**config.mk**
```make
export PLATFORM = sky130hd
export DESIGN_NAME = matrix_result_serializer
export DESIGN_NICKNAME = d
export VERILOG_FILES = /design/src/rtl/matrix_result_serializer.sv
export SDC_FILE = /design/constraint.sdc
export NUM_CORES = 1
export LEC_CHECK = 0
export ABC_CLOCK_PERIOD_IN_PS = 2870
export CAP_MARGIN = 10
export CORE_ASPECT_RATIO = 1.75
export CORE_MARGIN = 10
export CORE_UTILIZATION = 27
export CTS_BUF_LIST = sky130_fd_sc_hd__clkbuf_4 sky130_fd_sc_hd__clkbuf_8
export CTS_CLUSTER_DIAMETER = 40
export DETAILED_ROUTE_END_ITERATION = 16
export GPL_TIMING_DRIVEN = 0
export MAX_ROUTING_LAYER = met4
export PLACE_DENSITY = 0.53
export SYNTH_ARGS = -nofsm -noshare
export SYNTH_HDL_FRONTEND = slang
export SYNTH_SLANG_ARGS = --single-unit
```
**constraint.sdc**
```tcl
create_clock -name clk -period 2.87 [get_ports clk]
set_input_delay 0.574 -clock clk [delete_from_list [all_inputs] [get_ports clk]]
set_output_delay 0.574 -clock clk [all_outputs]
set_load 0.02 [all_outputs]
```
**src/rtl/matrix_result_serializer.sv**
```systemverilog
// matrix_result_serializer
// Streams the 3x3 result matrix (N_ELEM elements of ELEM_W bits) out as bytes over a
// valid/ready handshake. Order: C[0]..C[N_ELEM-1], each element LSB byte first; the top
// byte of an element is zero-extended.
// Optional build macro: SERIAL_CHECKSUM_EN appends one XOR checksum byte after the data.
// Every output comes straight from a flop; the FSM lives in one always_ff.

module matrix_result_serializer #(
    parameter int unsigned N_ELEM         = 9,
    parameter int unsigned ELEM_W         = 18,
    // Must satisfy 8*BYTES_PER_ELEM >= ELEM_W.
    parameter int unsigned BYTES_PER_ELEM = 3
) (
    input  logic                       clk,
    input  logic                       reset,
    input  logic                       enable,
    input  logic [N_ELEM*ELEM_W-1:0]   c_flat,
    input  logic                       out_ready,
    output logic [7:0]                 out_data,
    output logic                       out_valid,
    output logic                       busy,
    output logic                       done
);

    localparam int unsigned EW  = (N_ELEM > 1) ? $clog2(N_ELEM) : 1;
    localparam int unsigned BW  = (BYTES_PER_ELEM > 1) ? $clog2(BYTES_PER_ELEM) : 1;
    localparam int unsigned PW  = 8 * BYTES_PER_ELEM;

    typedef enum logic [1:0] {
        StIdle,
        StLoad,
        StSend,
        StFin
    } state_e;

    state_e                      r_state;
    logic [N_ELEM*ELEM_W-1:0]    r_shadow;
    logic [EW-1:0]               r_elem_idx;
    logic [BW-1:0]               r_byte_idx;
    logic [7:0]                  r_out_data;
    logic                        r_out_valid;
    logic                        r_busy;
    logic                        r_done;
`ifdef SERIAL_CHECKSUM_EN
    logic [7:0]                  r_csum;
    // Set once the last data byte has gone; the byte on the bus is then the checksum.
    logic                        r_in_csum;
`endif

    logic                        w_last_byte;
    logic                        w_last_data;
    logic [EW-1:0]               w_nxt_elem_idx;
    logic [BW-1:0]               w_nxt_byte_idx;
    logic [ELEM_W-1:0]           w_sel_elem;
    logic [PW-1:0]               w_sel_padded;
    logic [7:0]                  w_sel_byte;
    logic [PW-1:0]               w_first_padded;
    logic [7:0]                  w_first_byte;

    // Index advance: byte index wraps per element, element index steps on the wrap.
    always_comb begin
        w_last_byte = (r_byte_idx == BW'(BYTES_PER_ELEM - 1));
        w_last_data = w_last_byte && (r_elem_idx == EW'(N_ELEM - 1));
        if (w_last_byte) begin
            w_nxt_byte_idx = '0;
            w_nxt_elem_idx = r_elem_idx + EW'(1);
        end else begin
            w_nxt_byte_idx = r_byte_idx + BW'(1);
            w_nxt_elem_idx = r_elem_idx;
        end
    end

    // Select the byte that goes on the bus after the current transfer.
    always_comb begin
        w_sel_elem = '0;
        for (int unsigned i = 0; i < N_ELEM; i++) begin
            if (w_nxt_elem_idx == EW'(i)) begin
                w_sel_elem = r_shadow[i*ELEM_W +: ELEM_W];
            end
        end
        w_sel_padded               = '0;
        w_sel_padded[ELEM_W-1:0]   = w_sel_elem;
        w_sel_byte = '0;
        for (int unsigned j = 0; j < BYTES_PER_ELEM; j++) begin
            if (w_nxt_byte_idx == BW'(j)) begin
                w_sel_byte = w_sel_padded[j*8 +: 8];
            end
        end
    end

    // First byte is taken from c_flat directly so it is on the bus right after LOAD.
    always_comb begin
        w_first_padded             = '0;
        w_first_padded[ELEM_W-1:0] = c_flat[ELEM_W-1:0];
        w_first_byte               = w_first_padded[7:0];
    end

    // Control FSM with registered outputs.
    always_ff @(posedge clk) begin
        if (reset) begin
            r_state     <= StIdle;
            r_shadow    <= '0;
            r_elem_idx  <= '0;
            r_byte_idx  <= '0;
            r_out_data  <= '0;
            r_out_valid <= 1'b0;
            r_busy      <= 1'b0;
            r_done      <= 1'b0;
`ifdef SERIAL_CHECKSUM_EN
            r_csum      <= '0;
            r_in_csum   <= 1'b0;
`endif
        end else begin
            unique case (r_state)
                StIdle: begin
                    r_out_data  <= '0;
                    r_out_valid <= 1'b0;
                    r_done      <= 1'b0;
                    if (enable) begin
                        r_state <= StLoad;
                        r_busy  <= 1'b1;
                    end else begin
                        r_busy  <= 1'b0;
                    end
                end

                StLoad: begin
                    if (!enable) begin
                        r_state     <= StIdle;
                        r_busy      <= 1'b0;
                        r_out_valid <= 1'b0;
                        r_out_data  <= '0;
                    end else begin
                        r_shadow    <= c_flat;
                        r_elem_idx  <= '0;
                        r_byte_idx  <= '0;
                        r_out_data  <= w_first_byte;
                        r_out_valid <= 1'b1;
                        r_state     <= StSend;
`ifdef SERIAL_CHECKSUM_EN
                        r_csum      <= '0;
                        r_in_csum   <= 1'b0;
`endif
                    end
                end

                StSend: begin
                    if (!enable) begin
                        // Abort: drop the stream without ever raising done.
                        r_state     <= StIdle;
                        r_busy      <= 1'b0;
                        r_out_valid <= 1'b0;
                        r_out_data  <= '0;
                    end else if (out_ready) begin
`ifdef SERIAL_CHECKSUM_EN
                        if (r_in_csum) begin
                            r_state     <= StFin;
                            r_busy      <= 1'b0;
                            r_done      <= 1'b1;
                            r_out_valid <= 1'b0;
                            r_out_data  <= '0;
                        end else if (w_last_data) begin
                            // Final accumulate folded straight into the checksum byte.
                            r_csum      <= r_csum ^ r_out_data;
                            r_out_data  <= r_csum ^ r_out_data;
                            r_in_csum   <= 1'b1;
                        end else begin
                            r_csum      <= r_csum ^ r_out_data;
                            r_elem_idx  <= w_nxt_elem_idx;
                            r_byte_idx  <= w_nxt_byte_idx;
                            r_out_data  <= w_sel_byte;
                        end
`else
                        if (w_last_data) begin
                            r_state     <= StFin;
                            r_busy      <= 1'b0;
                            r_done      <= 1'b1;
                            r_out_valid <= 1'b0;
                            r_out_data  <= '0;
                        end else begin
                            r_elem_idx  <= w_nxt_elem_idx;
                            r_byte_idx  <= w_nxt_byte_idx;
                            r_out_data  <= w_sel_byte;
                        end
`endif
                    end
                end

                StFin: begin
                    r_out_valid <= 1'b0;
                    r_out_data  <= '0;
                    r_busy      <= 1'b0;
                    if (!enable) begin
                        r_state <= StIdle;
                        r_done  <= 1'b0;
                    end else begin
                        r_done  <= 1'b1;
                    end
                end

                default: begin
                    r_state <= StIdle;
                end
            endcase
        end
    end

    assign out_data  = r_out_data;
    assign out_valid = r_out_valid;
    assign busy      = r_busy;
    assign done      = r_done;

endmodule

```
* After elaboration in Yosys (flattened, before gate mapping)
Cells that the tools add are included.
** Word-level totals
- Bits in registers :: 181
- Input bits :: 166
- Output and inout port bits :: 11
- Word-level logic and storage cells :: 95
** Cells by class
- $add $sub $neg :: 2
- Equal/unequal tests :: 25
- Muxes and demuxes :: 47
- Reduce and logical (&&, ||, !) cells :: 13
** Operators by type and width (number)
- 18-bit 2-to-1 mux :: 9
- 8-bit 2-to-1 mux :: 7
- 8-bit case mux with 3 select lines :: 1
- 2-bit 2-to-1 mux :: 11
- 4-bit 2-to-1 mux :: 5
- 4-bit by 3-bit == test with 1-bit output, second input constant :: 4
- 2-bit inequality test, second input constant :: 8
- 2-bit == test, second input constant :: 4
- 4-bit by 2-bit == test with 1-bit output, second input constant :: 2
- 4-bit == test, second input constant :: 2
- 1-bit 2-to-1 mux :: 8
- 2-bit case mux with 4 select lines :: 1
- 4-bit case mux with 2 select lines :: 1
- 4-bit AND reduction :: 2
- 3-bit inequality test, second input constant :: 2
- 1-bit case mux with 3 select lines :: 2
- 5-bit AND reduction :: 1
- 4-bit by 1-bit adder with 4-bit output, second input constant :: 1
- 2-bit by 1-bit == test with 1-bit output, second input constant :: 2
- 4-bit by 1-bit == test with 1-bit output, second input constant :: 1
- 2-bit zero test :: 2
- 4-bit zero test :: 1
- 1-bit case mux with 4 select lines :: 1
- 2-bit case mux with 2 select lines :: 1
- other kinds (7) :: 8

* Depth between registers and ports, before layout
- Word-level depth :: 19
- Gate-level depth with buffers :: 13
- Gate-level depth less buffers :: 10

* Least setup slack after synthesis
OpenSTA, ideal clock, no wires.
- Path kind :: register to register
- Start :: register r_elem_idx[1]
- End :: register r_out_data[1] (netlist: out_data[1])
- Arrival :: 2.681 ns
- Required time :: 2.782 ns
- Setup slack :: 0.100 ns
- Stages on the path, launching flop included :: 12
- Clock period less this slack :: 2.770 ns
- Cell sequence :: dfxtp_1 buf_6 inv_1 ha_1 or4b_4 o31ai_4 nor2b_1 buf_4 a222oi_1 or3_1 and3_1 a311oi_2
** On the way
- Cells in the longest elaborated chain, start to end :: 19
- Elaborated cells on any way between the ends :: 29
** RTL lines
- from (decl) :: line 38 : logic [EW-1:0] r_elem_idx;
- from (signal assigned) :: line 181 : r_elem_idx <= w_nxt_elem_idx;
- 4-bit by 1-bit adder with 4-bit output :: line 66 : w_nxt_elem_idx = r_elem_idx + EW'(1);
- 4-bit 2-to-1 mux :: line 64 : if (w_last_byte) begin
- 4-bit zero test :: line 77 : if (w_nxt_elem_idx == EW'(i)) begin
- 18-bit 2-to-1 mux (9 in series) :: line 77
- 8-bit 2-to-1 mux (3 in series) :: line 85 : if (w_nxt_byte_idx == BW'(j)) begin
- 8-bit 2-to-1 mux * :: line 174 : if (w_last_data) begin
- 8-bit 2-to-1 mux * :: line 154 : end else if (out_ready) begin
- 8-bit 2-to-1 mux * :: line 148 : if (!enable) begin
- 8-bit case mux with 3 select lines * :: line 114 : unique case (r_state)
- to (signal assigned) :: line 137 : r_out_data <= w_first_byte;
- to (signal assigned) :: line 183 : r_out_data <= w_sel_byte;
- to (decl) :: line 40 : logic [7:0] r_out_data;
Mark *: on every way between the ends. The rest lies on a longest branch, timed or not. The select of a mux whose other input is x is not followed.
A chain may end at the register's enable or synchronous reset.

* Worst setup path after layout
- Start :: register r_byte_idx[1]
- End :: register r_out_data[4] (netlist: out_data[4])
** On the way
- Cells in the longest elaborated chain, start to end :: 19
- Elaborated cells on any way between the ends :: 33
** RTL lines
- from (decl) :: line 39 : logic [BW-1:0] r_byte_idx;
- from (signal assigned) :: line 182 : r_byte_idx <= w_nxt_byte_idx;
- 2-bit == test :: line 62 : w_last_byte = (r_byte_idx == BW'(BYTES_PER_ELEM - 1));
- 4-bit 2-to-1 mux :: line 64
- 4-bit zero test :: line 77
- 18-bit 2-to-1 mux (9 in series) :: line 77
- 8-bit 2-to-1 mux (3 in series) :: line 85
- 8-bit 2-to-1 mux * :: line 174
- 8-bit 2-to-1 mux * :: line 154
- 8-bit 2-to-1 mux * :: line 148
- 8-bit case mux with 3 select lines * :: line 114
Marks and branches as above.

==> metrics.cfg <==
[outcome]
run_status = finished with violations
violations = negative setup slack

[worst_hold_path]
holdPathEnd = busy
class_of_the_worst_hold_path = input pin to flop
hold_start = enable
worst_hold_path_stage_count = 3

[cells_and_area]
final_core_util_pct = 37.5
layoutNonFillerInstCount = 1753
area_delta_synth_final_pct = 37.2
layout_common_cells = nand2_1, a21oi_1, dfxtp_1
layout-drive-gt1-share_pct = 10.4
leading_cell_type_in_the_layout_fill_and_taps_excluded = nand2_1
net_count_final = 1516
layout.cell_area.non_filler_um2 = 11600

[timing]
post-route-worst-setup-slack_ns = -0.0651
timing_worst_slew_pin_value_ns = 0.811
final.setup_skew_ns = 0.0114
slew_headroom_pct = 45.9
final-max-slew-violation-count = 0
fmax_mhz = 341
final_hold_viol_count = 0
setup_viol = 4
final.period_utilization_pct = 102
post-route-min-period_ns = 2.94
rsz0062_at_grt = yes

[critical_path]
endpoint_of_the_worst_slack_reg_to_reg_timing_path = out_data[4]
path_max_fanout = 10
worstPathRequired_ns = 3.29
arrival_ns = 3.35
reg2reg_depth = 10
setup.worst_path.class = flop to flop
setup.reg_to_reg.worst_slack_ns = -0.07
critPathCaptureType = flop
rr_startpoint = r_byte_idx[1]
crit_path_start_kind = flop

[flow_run]
cap_violations = 0

[placement]
place.gp.congestion = 0.971
io_buffers = 174
detailed_place.area_um2 = 10700
post-dp-hpwl_um = 30800
post-place-cells = 1699

[synth]
complex_gate_fraction_of_the_synthesized_area_pct = 24.6
synthesis.area_per_instance_um2 = 7.44
synthesis.nets = 1301
syn_area_um2 = 8430
yosys.cell_types.count = 76
synth_top_family_by_area = compound AO/OA/AOI/OAI gates
synth_xor_area_share_pct = 0.757
synth_enable_flop_cells = 0
part_of_the_yosys_area_used_for_sequential_elements_pct = 43.0
yosys-mux-area-fraction_pct = 1.45
postSynth.asyncResetShare_pct = 0
synth.yosys.warnings = 0
synth.ff_latch_count = 181
number_of_instances_in_the_synthesized_netlist = 1133
synth_simple_gate_area_share_pct = 24.5
yosys_most_used_dff = dfxtp_1
yosys.area_share.adder_pct = 0.297

[routing]
antenna_violating_nets_remaining = 0
drt_iter0_markers = 643
via_per_inst = 5.07
drt_pass1_iterations = 5
drc = 0
finalWirelength_um = 38800
avgRoutedWirePerCell_um = 22.1
vias = 8890

[clocking]
clk_root_buffer_cell = clkbuf_8
cts.clk_slew.worst_paths_ns = 0.10
cts-htree-levels = 4
numCtsBuffers = 17
clock_sink_count = 181
number_of_buffers_on_the_longest_clock_path = 2
tritoncts = yes
clk_latency_ns = 0.52

[floorplan]
floorplan.io_pins = 177
start_util_pct = 27.3
placementRows = 85
core_um2 = 30800
floorplan.die.width_um = 154
dieHeight_um = 254
floorplan_die_area_um2 = 39000

[grt]
global_route.usage.total_pct = 19.7
first_global_vias = 9076
antenna_found_initial = 1
grt_max_degree = 17
grt-ovfl-total = 0
grt_pass1_wl_um = 56600

[power]
vdd_drop_max_uv = 317
power_density_nw_per_um2 = 436
power.leakage_nw = 3.89
total_power_mw = 5.04

## per-layer routing
layer  vias to the layer above  wire, um  global-route usage (%)
li1                       4325         -                       -
met5                         -         0                       -
met3                        73      1660                    3.23
met1                      4184     14700                    20.0
met2                       308     20800                    36.3
met4                         0      1620                    8.96
## layout make-up
cell class,instances,area [um2]
clock buffer,19,255
multi-input combinational,851,4580
fill,3331,19300
timing repair buffer,196,1940
antenna,1,2.50
clock inverter,13,150
buffer,85,448
sequential,181,3630
inverter,16,80.1
tap,391,489
## timing repair
action,CTS,global route
hold endpoints to repair,0,0
gates resized for setup,49,29
endpoints found under the setup margin,44,39
pin swaps,14,13
cloned,0,1
setup buffers,15,6
hold buffers,0,0
## worst max-delay path by stage
stage                  startpoint           to  slack [ns]  cells after the start
floorplan           r_elem_idx[1]  out_data[1]        0.10                     11
global placement    r_elem_idx[1]  out_data[6]       -1.52                     11
detailed placement  r_elem_idx[1]  out_data[4]       -0.77                     10
CTS                 r_elem_idx[1]  out_data[1]       -0.07                     12
global route        r_elem_idx[0]  out_data[1]       -0.13                     12
finish              r_byte_idx[1]  out_data[4]       -0.07                     10
## Yosys cell counts, types with 3 or more instances
cell,n,area [um2]
nand2_1,374,1400
a21oi_1,214,1070
dfxtp_1,181,3620
clkbuf_1,62,233
nor2_1,42,158
o21ai_0,34,170
inv_1,15,56.3
o22ai_1,12,75.1
buf_2,10,50.1
mux2i_1,10,100
nand2b_1,10,62.6
o211ai_1,9,67.6
a221oi_1,8,70.1
a31oi_1,7,43.8
nor2b_1,7,43.8
a211oi_1,6,45.0
nor3_1,6,30.0
o21ai_1,6,30.0
o221ai_1,6,52.6
o31ai_1,6,45.0
or3_1,6,37.5
buf_1,5,18.8
buf_4,5,37.5
nand3_1,5,25.0
nor4_1,5,31.3
a222oi_1,4,40.0
a311oi_1,4,35.0
and3_1,4,25.0
nand3b_1,4,30.0
nand4_1,4,25.0
a2111oi_0,3,26.3
a22oi_1,3,22.5
buf_6,3,33.8
nor2_2,3,18.8
## cell families (layout without fill, tap and decap cells)
group	Yosys count	in the layout
adder cells (fa/ha/maj)	2	2
XOR/XNOR	3	3
multiplexers	12	12
buffers and inverters	102	329
AO/OA/AOI/OAI	348	349
other	0	1
flip-flops	181	181
AND/OR/NAND/NOR	485	485
## metrics by stage
stage          TNS (ns)  hold slack (ns)  setup WS (ns)
2_1_floorplan         0            0.431          0.100
4_1_cts          -0.115            0.415        -0.0745
3_5_place_dp      -8.89            0.447         -0.771
3_3_place_gp      -7.44            0.443          -1.52
6_report         -0.133            0.437        -0.0651
5_1_grt          -0.334            0.461         -0.129
## flip-flops by register name, summed over array words and instances (netlist names)
register and cells:
r_shadow 162, out_data 8, r_elem_idx 4, r_byte_idx 2, r_state 2, busy 1
done 1, out_valid 1
## worst max-delay path: stages (launching register included)
cell,delay (ns)
dfxtp_1,0.32
buf_6,0.14
nor2b_4,0.13
buf_12,0.14
xnor2_4,0.45
mux2i_1,0.47
o221ai_1,0.19
o21ai_1,0.19
nand4_1,0.19
a221o_1,0.42
a31o_1,0.20
## power by group
| group | switching (mW) | leakage (nW) | internal, mW | total (mW) |
|---|---|---|---|---|
| Sequential | 0.0554 | 1.47 | 2.58 | 2.64 |
| Clock | 1.02 | 0.203 | 0.817 | 1.84 |
| Combinational | 0.276 | 2.22 | 0.288 | 0.564 |
| Total | 1.35 | 3.89 | 3.69 | 5.04 |
(Power assumes the default switching activity.)
